==> src/rtl/rv32i_types.sv <==
// ============================================================================
// rv32i_types : shared types for the memory-port arbiter (FSM states, request)
// Revision    : 1.0
// ============================================================================
`default_nettype none

package rv32i_types;

  // Widest address the request struct can carry; narrower ports zero-extend.
  localparam int ARB_ADDR_MAX = 64;

  typedef enum logic [1:0] {
    IDLE   = 2'd0,
    I_WAIT = 2'd1,
    D_WAIT = 2'd2
  } arb_state_t;

  typedef struct packed {
    logic [ARB_ADDR_MAX-1:0] addr;
    logic [3:0]              rmask;
    logic [3:0]              wmask;
    logic [31:0]             wdata;
  } mem_req_t;

endpackage

`default_nettype wire

==> src/rtl/mem_req_buffer.sv <==
// ============================================================================
// mem_req_buffer : single-entry pending request register with set/clear/valid
// Revision       : 1.0
// ============================================================================
`default_nettype none

module mem_req_buffer
  import rv32i_types::*;
(
  input  logic     clk,
  input  logic     rst,
  input  logic     set,
  input  logic     clr,
  input  mem_req_t d,
  output mem_req_t q,
  output logic     valid
);

  // A new capture wins over a same-cycle clear so a request is never lost.
  always_ff @(posedge clk or posedge rst) begin
    if (rst) begin
      valid <= 1'b0;
      q     <= '0;
    end else if (set) begin
      valid <= 1'b1;
      q     <= d;
    end else if (clr) begin
      valid <= 1'b0;
    end
  end

endmodule

`default_nettype wire

==> src/rtl/mem_port_arbiter.sv <==
// ============================================================================
// mem_port_arbiter : serializes fetch/data requests onto one memory port.
// Optional MEM_ARB_BYPASS_EN issues requests combinationally from empty IDLE.
// Revision         : 1.0
// ============================================================================
`default_nettype none

module mem_port_arbiter
  import rv32i_types::*;
#(
  parameter int ADDR_WIDTH = 32
) (
  input  logic                  clk,
  input  logic                  rst,
  input  logic [ADDR_WIDTH-1:0] imem_addr,
  input  logic [3:0]            imem_rmask,
  output logic [31:0]           imem_rdata,
  output logic                  imem_resp,
  input  logic [ADDR_WIDTH-1:0] dmem_addr,
  input  logic [3:0]            dmem_rmask,
  input  logic [3:0]            dmem_wmask,
  input  logic [31:0]           dmem_wdata,
  output logic [31:0]           dmem_rdata,
  output logic                  dmem_resp,
  output logic [ADDR_WIDTH-1:0] mem_addr,
  output logic [3:0]            mem_rmask,
  output logic [3:0]            mem_wmask,
  output logic [31:0]           mem_wdata,
  input  logic [31:0]           mem_rdata,
  input  logic                  mem_resp
);

  arb_state_t state, next_state;
  mem_req_t   i_in, d_in, i_q, d_q, issue;
  logic       i_req, d_req, i_valid, d_valid;
  logic       set_i, set_d, clr_i, clr_d, byp_i, byp_d;
  logic       unused_addr_hi;

  assign i_req = |imem_rmask;
  assign d_req = (|dmem_rmask) | (|dmem_wmask);

  assign i_in = '{addr: ARB_ADDR_MAX'(imem_addr), rmask: imem_rmask,
                  wmask: 4'b0, wdata: 32'b0};
  assign d_in = '{addr: ARB_ADDR_MAX'(dmem_addr), rmask: dmem_rmask,
                  wmask: dmem_wmask, wdata: dmem_wdata};

  // A bypassed request goes straight downstream and never occupies its buffer.
  assign set_i = i_req & ~byp_i;
  assign set_d = d_req & ~byp_d;

  mem_req_buffer u_ibuf (
    .clk   (clk),
    .rst   (rst),
    .set   (set_i),
    .clr   (clr_i),
    .d     (i_in),
    .q     (i_q),
    .valid (i_valid)
  );

  mem_req_buffer u_dbuf (
    .clk   (clk),
    .rst   (rst),
    .set   (set_d),
    .clr   (clr_d),
    .d     (d_in),
    .q     (d_q),
    .valid (d_valid)
  );

  always_ff @(posedge clk or posedge rst) begin
    if (rst) state <= IDLE;
    else     state <= next_state;
  end

  always_comb begin
    next_state = state;
    issue      = '0;
    clr_i      = 1'b0;
    clr_d      = 1'b0;
    byp_i      = 1'b0;
    byp_d      = 1'b0;
    imem_resp  = 1'b0;
    imem_rdata = 32'b0;
    dmem_resp  = 1'b0;
    dmem_rdata = 32'b0;
    case (state)
      IDLE: begin
        // Data side has priority; a losing fetch simply stays pending.
        if (d_valid) begin
          issue      = d_q;
          clr_d      = 1'b1;
          next_state = D_WAIT;
        end else if (i_valid) begin
          issue      = i_q;
          clr_i      = 1'b1;
          next_state = I_WAIT;
        end
`ifdef MEM_ARB_BYPASS_EN
        else if (d_req && !rst) begin
          issue      = d_in;
          byp_d      = 1'b1;
          next_state = D_WAIT;
        end else if (i_req && !rst) begin
          issue      = i_in;
          byp_i      = 1'b1;
          next_state = I_WAIT;
        end
`endif
      end
      I_WAIT: begin
        if (mem_resp) begin
          imem_resp  = 1'b1;
          imem_rdata = mem_rdata;
          next_state = IDLE;
        end
      end
      D_WAIT: begin
        if (mem_resp) begin
          dmem_resp  = 1'b1;
          dmem_rdata = mem_rdata;
          next_state = IDLE;
        end
      end
      default: next_state = IDLE;
    endcase
  end

  assign mem_addr       = issue.addr[ADDR_WIDTH-1:0];
  assign mem_rmask      = issue.rmask;
  assign mem_wmask      = issue.wmask;
  assign mem_wdata      = issue.wdata;
  assign unused_addr_hi = ^issue.addr;

endmodule

`default_nettype wire

==> config.mk <==
export PLATFORM = sky130hd
export DESIGN_NAME = mem_port_arbiter
export DESIGN_NICKNAME = d
export VERILOG_FILES = /design/src/rtl/rv32i_types.sv /design/src/rtl/mem_req_buffer.sv /design/src/rtl/mem_port_arbiter.sv
export SDC_FILE = /design/constraint.sdc
export NUM_CORES = 1
export LEC_CHECK = 0
export BUFFER_PORTS_ARGS = -buffer_cell sky130_fd_sc_hd__buf_2
export CAP_MARGIN = 10
export CORE_MARGIN = 1.5
export CORE_UTILIZATION = 58
export DETAILED_ROUTE_END_ITERATION = 10
export PLACE_DENSITY = 0.93
export REMOVE_ABC_BUFFERS = 1
export SYNTH_ARGS = -nofsm -noshare
export SYNTH_HDL_FRONTEND = slang
export SYNTH_HIERARCHICAL = 1
export SYNTH_SLANG_ARGS = --single-unit
==> constraint.sdc <==
create_clock -name clk -period 10 [get_ports clk]
set_input_delay 2 -clock clk [delete_from_list [all_inputs] [get_ports clk]]
set_output_delay 2 -clock clk [all_outputs]
set_load 0.02 [all_outputs]
After elaboration in Yosys (flattened, before gate mapping). Index checks and enable logic that the tools add are counted.

Input bits: 143. Bits in latches: 0. Memories kept: 0. Word-level logic and storage cells: 44. Bits in registers: 112. Bits in read-only memories: 0. Output and inout bits: 138. RAM bits: 0.

Bitwise logic cells: 1. $lt $le $gt $ge: 0. Reductions and logical operators: 8. Div/mod/pow operators: 0. $mul: 0. Shift operators: 0. Muxes and demuxes: 22. $add $sub $neg: 0. Equality and inequality tests: 4.

Operators with widths (number): $mux 72 (3); $mux 32 (3); $mux 1 (12); $reduce_or 4->1 (3); $mux 2 (3); $pmux 2 s2 (1); $reduce_bool 2->1 (2); $ne 3x1->1 const B (1); $eq 2x1->1 const B (1); $eq 2x2->1 const B (1); $logic_not 2->1 (1); $ne 2x1->1 const B (1); $reduce_and 2->1 (1); $reduce_or 2->1 (1); $or 1x1->1 (1).

Logic depth before layout (Yosys ltp).
Depth in word-level cells: 5. Gate-level depth with buffers: 6. Gate-level depth less buffers: 6.

Hierarchy. The synthesis kept the hierarchy.

By module, submodules not included: mem_req_buffer (cells each 224, instances 2, area each 4101.4 um^2, sequential area each 2627.5 um^2); mem_port_arbiter (cells each 192, instances 1, area each 1473.9 um^2, sequential area each 50.0 um^2).

Worst setup path after synthesis. Ideal clock, no wire load.

Kind: input to output. Start point: in mem_resp. End point: out dmem_rdata[25]. Setup slack: 5370 ps. Required time: 8000 ps. Stages: 3. Path buffers: 2. Arrival: 2630 ps. Path through: clkbuf_2 clkbuf_1 and3_1.

Word-level cells in the longest chain between the ends: 2.

Ends and longest elaborated chain: from (decl) (RTL line mem_port_arbiter.sv:30) `input logic mem_resp`; $mux 32 (RTL line mem_port_arbiter.sv:119) `if (mem_resp) begin`; $mux 32 (RTL line mem_port_arbiter.sv:87) `case (state)`; to (decl) (RTL line mem_port_arbiter.sv:23) `output logic [31:0] dmem_rdata,`.

No other way between the ends.

Worst setup path after layout.
Start point: reg state[0]. End point: out mem_addr[5].

Word-level cells in the longest chain between the ends: 2.

Ends and longest elaborated chain: from (decl) (RTL line mem_port_arbiter.sv:33) `arb_state_t state, next_state;`; from (signal assigned) (RTL line mem_port_arbiter.sv:73) `else state <= next_state;`; $logic_not 2->1 (RTL line mem_port_arbiter.sv:87); $mux 72 (RTL line mem_port_arbiter.sv:87); to (decl) (RTL line mem_port_arbiter.sv:25) `output logic [ADDR_WIDTH-1:0] mem_addr,`.

No other way between the ends.

==> impl_metrics.yaml <==
pwr:
  p_sw_w: 0.0005998
  clockPowerShare: 0.357
  peakVddDrop_mv: 0.1399
  switching_share: 0.3201
  power_density_nw_per_um2: 205.1
  power_frac_comb: 0.291
  intPower_w: 0.001274
  power_frac_seq: 0.351
  leakagePower_nw: 5.002
timing:
  worst_pin_slew_ps: 1200
  skew_ps: 0.2068
  holdWs_ps: 508.4
  slew_viol_final: 0
  setup_viol: 0
  postLayoutSetupSlackWorst_ps: 4781
  tns_ps: 0
  fmax_mhz: 191.6
  rsz0062_at_grt: "false"
  finalCritPeriodShare: 0.5219
  fin_crit_ps: 5219
  hold_violations: 0
  slew_headroom: 0.1999
floorplanning:
  core.rowCount: 40
  fp.dieW_um: 113.8
  start_util: 0.5929
  die_area_um2: 12950
  num_io_pins: 281
  core_area_um2: 12010
  die_h_um: 113.8
drt:
  drt-total-wl_mm: 19.91
  vias: 5461
  firstDrtPassIters: 4
  drcViolationCount: 0
  wl_per_cell_um: 20.76
  drt-initial-drc-count: 217
  via_per_inst: 5.694
  final_antenna_net_count: 0
setup_path:
  worstPathCellList: "inv_1, ha_1, nor3b_4, buf_4, a22o_1, buf_2"
  rr_worst_depth: 5
  path_class: "reg2out"
  crit_path_end: "mem_addr[5]"
  critPathCaptureType: "primary output"
  critPathLaunchType: "flip-flop"
  cp.depth: 6
  max_stage_delay_ps: 970
  rr_startpoint: "state[0]"
  startpoint: "state[0]"
  reg2reg_to: "state[1]"
  arrival_ps: 3220
  cp_slowest_cell: "nor3b_4"
  cp_max_fo: 47
  cp.required_ps: 8000
  cp_top_family: "simple AND/OR/NAND/NOR gates"
  r2r_slack_ps: 7770
  worstPathBufferInverterCount: 3
place:
  dpl.hpwl_mm: 13.09
  portBuffers: 280
  placed_cells: 925
  place_ws_ps: 5026
  place_congestion: 0.9333
clocking:
  hold_buffers: 0
  cts_sinks: 148
  cts_tree: "built"
  ctsResizeCount: 0
  h-tree-depth: 4
  cts_inserted_buffers: 17
  clock-root-buffer: "clkbuf_16"
  clockBufferDepth: 2
  post_cts_buffers: 0
  clk_pin_slew_ps: 60
  insertion_delay_ps: 420
logic_synthesis:
  yosysWarnings: 6
  syn_area_um2: 7122
  syn_area_per_cell_um2: 14.02
  synth_cells: 508
final_layout:
  nNetsFinal: 944
  seq_area_um2: 3704
  final_layout_size_suffix_gt1_frac: 0.5728
  fill_cells: 746
  syn_to_final_growth_pct: 28.27
  layoutNonFillerInstCount: 959
  multi_input_area_um2: 3156
grt:
  antenna_found_initial: 3
  grt_max_degree: 74
  grt_pass1_wl_mm: 30.02
  track_usage: 0.3090
  grt_pass1_vias: 5585
  grt-ovfl-total: 0
worst_hold_path:
  hold_path.class: "reg2reg"
outcome:
  outcome: "completed"
run:
  maxCapViolations: 0
[worst reg2reg max path, cell delays in order (launching register included)]
cell and delay, ps:
dfrtp_1 410, inv_1 110, ha_1 210, and2_2 630, buf_4 560, a22o_1 240
[power by group through the flow]
stage	clock, W	sequential [W]	combinational, W
floorplan	0	0.000659	0.000350
global placement	0	0.000663	0.000523
detailed placement	0	0.000667	0.000536
CTS	0.000679	0.000658	0.000544
global route	0.000701	0.000662	0.000579
finish	0.000670	0.000658	0.000546
[stage by stage]
| step | utilization | area [µm²] | power [W] |
|---|---|---|---|
| 2_1_floorplan | - | 6870 | 0.001010 |
| 3_3_place_gp | 0.7081 | 8506 | 0.001186 |
| 3_5_place_dp | 0.7081 | 8506 | 0.001204 |
| 4_1_cts | 0.7601 | 9130 | 0.001882 |
| 5_1_grt | 0.7605 | 9135 | 0.001942 |
| 6_report | 0.7605 | 9135 | 0.001874 |
[state kept, by name (all words and copies together) (netlist names)]
signal / flops
u_dbuf/q: 72
u_ibuf/q: 72
state: 2
u_dbuf/valid: 1
u_ibuf/valid: 1
[how the worst min path moves through the flow]
stage                 startpoint      endpoint  slack [ps]  cells past startpoint
floorplan           u_ibuf/valid  u_ibuf/valid         470                      1
global placement    u_ibuf/valid  u_ibuf/valid         480                      1
detailed placement  u_dbuf/q[48]  u_dbuf/q[48]         490                      1
CTS                 u_dbuf/q[37]  u_dbuf/q[37]         510                      1
global route        u_dbuf/q[37]  u_dbuf/q[37]         520                      1
finish              u_dbuf/q[37]  u_dbuf/q[37]         510                      1
[routing by layer]
metal / up-vias / wire length, µm / GRT usage
met3: 48 / 1506 / 0.08289
met5: - / 0 / 0
met2: 304 / 10350 / 0.5382
met1: 2706 / 7326 / 0.3554
li1: 2403 / - / -
met4: 0 / 721 / 0.1458
[final cells by class]
cell class / count / share of cell area
repair buffers: 284 / 0.1567
flip-flops and latches: 148 / 0.4054
clock buffers: 20 / 0.04890
clock inverters: 12 / 0.01945
inverters: 8 / 0.003424
diodes: 2 / 0.0005479
multi-input cells: 338 / 0.3454
well taps: 147 / 0.02013
[placed cells by master (no fill, tap or decap), types with 3 or more instances in the layout]
cell and instances:
mux2_2 96, and3_1 64, mux2_4 48, clkinv_2 3
buf_4 4, clkbuf_16 17, conb_1 36, ha_1 4
dfrtp_1 148, a22o_1 73, inv_1 6, buf_2 280
bufinv_16 4, clkinvlp_4 4, nand2b_1 3
Note: power is estimated with default switching activity, not from simulation.
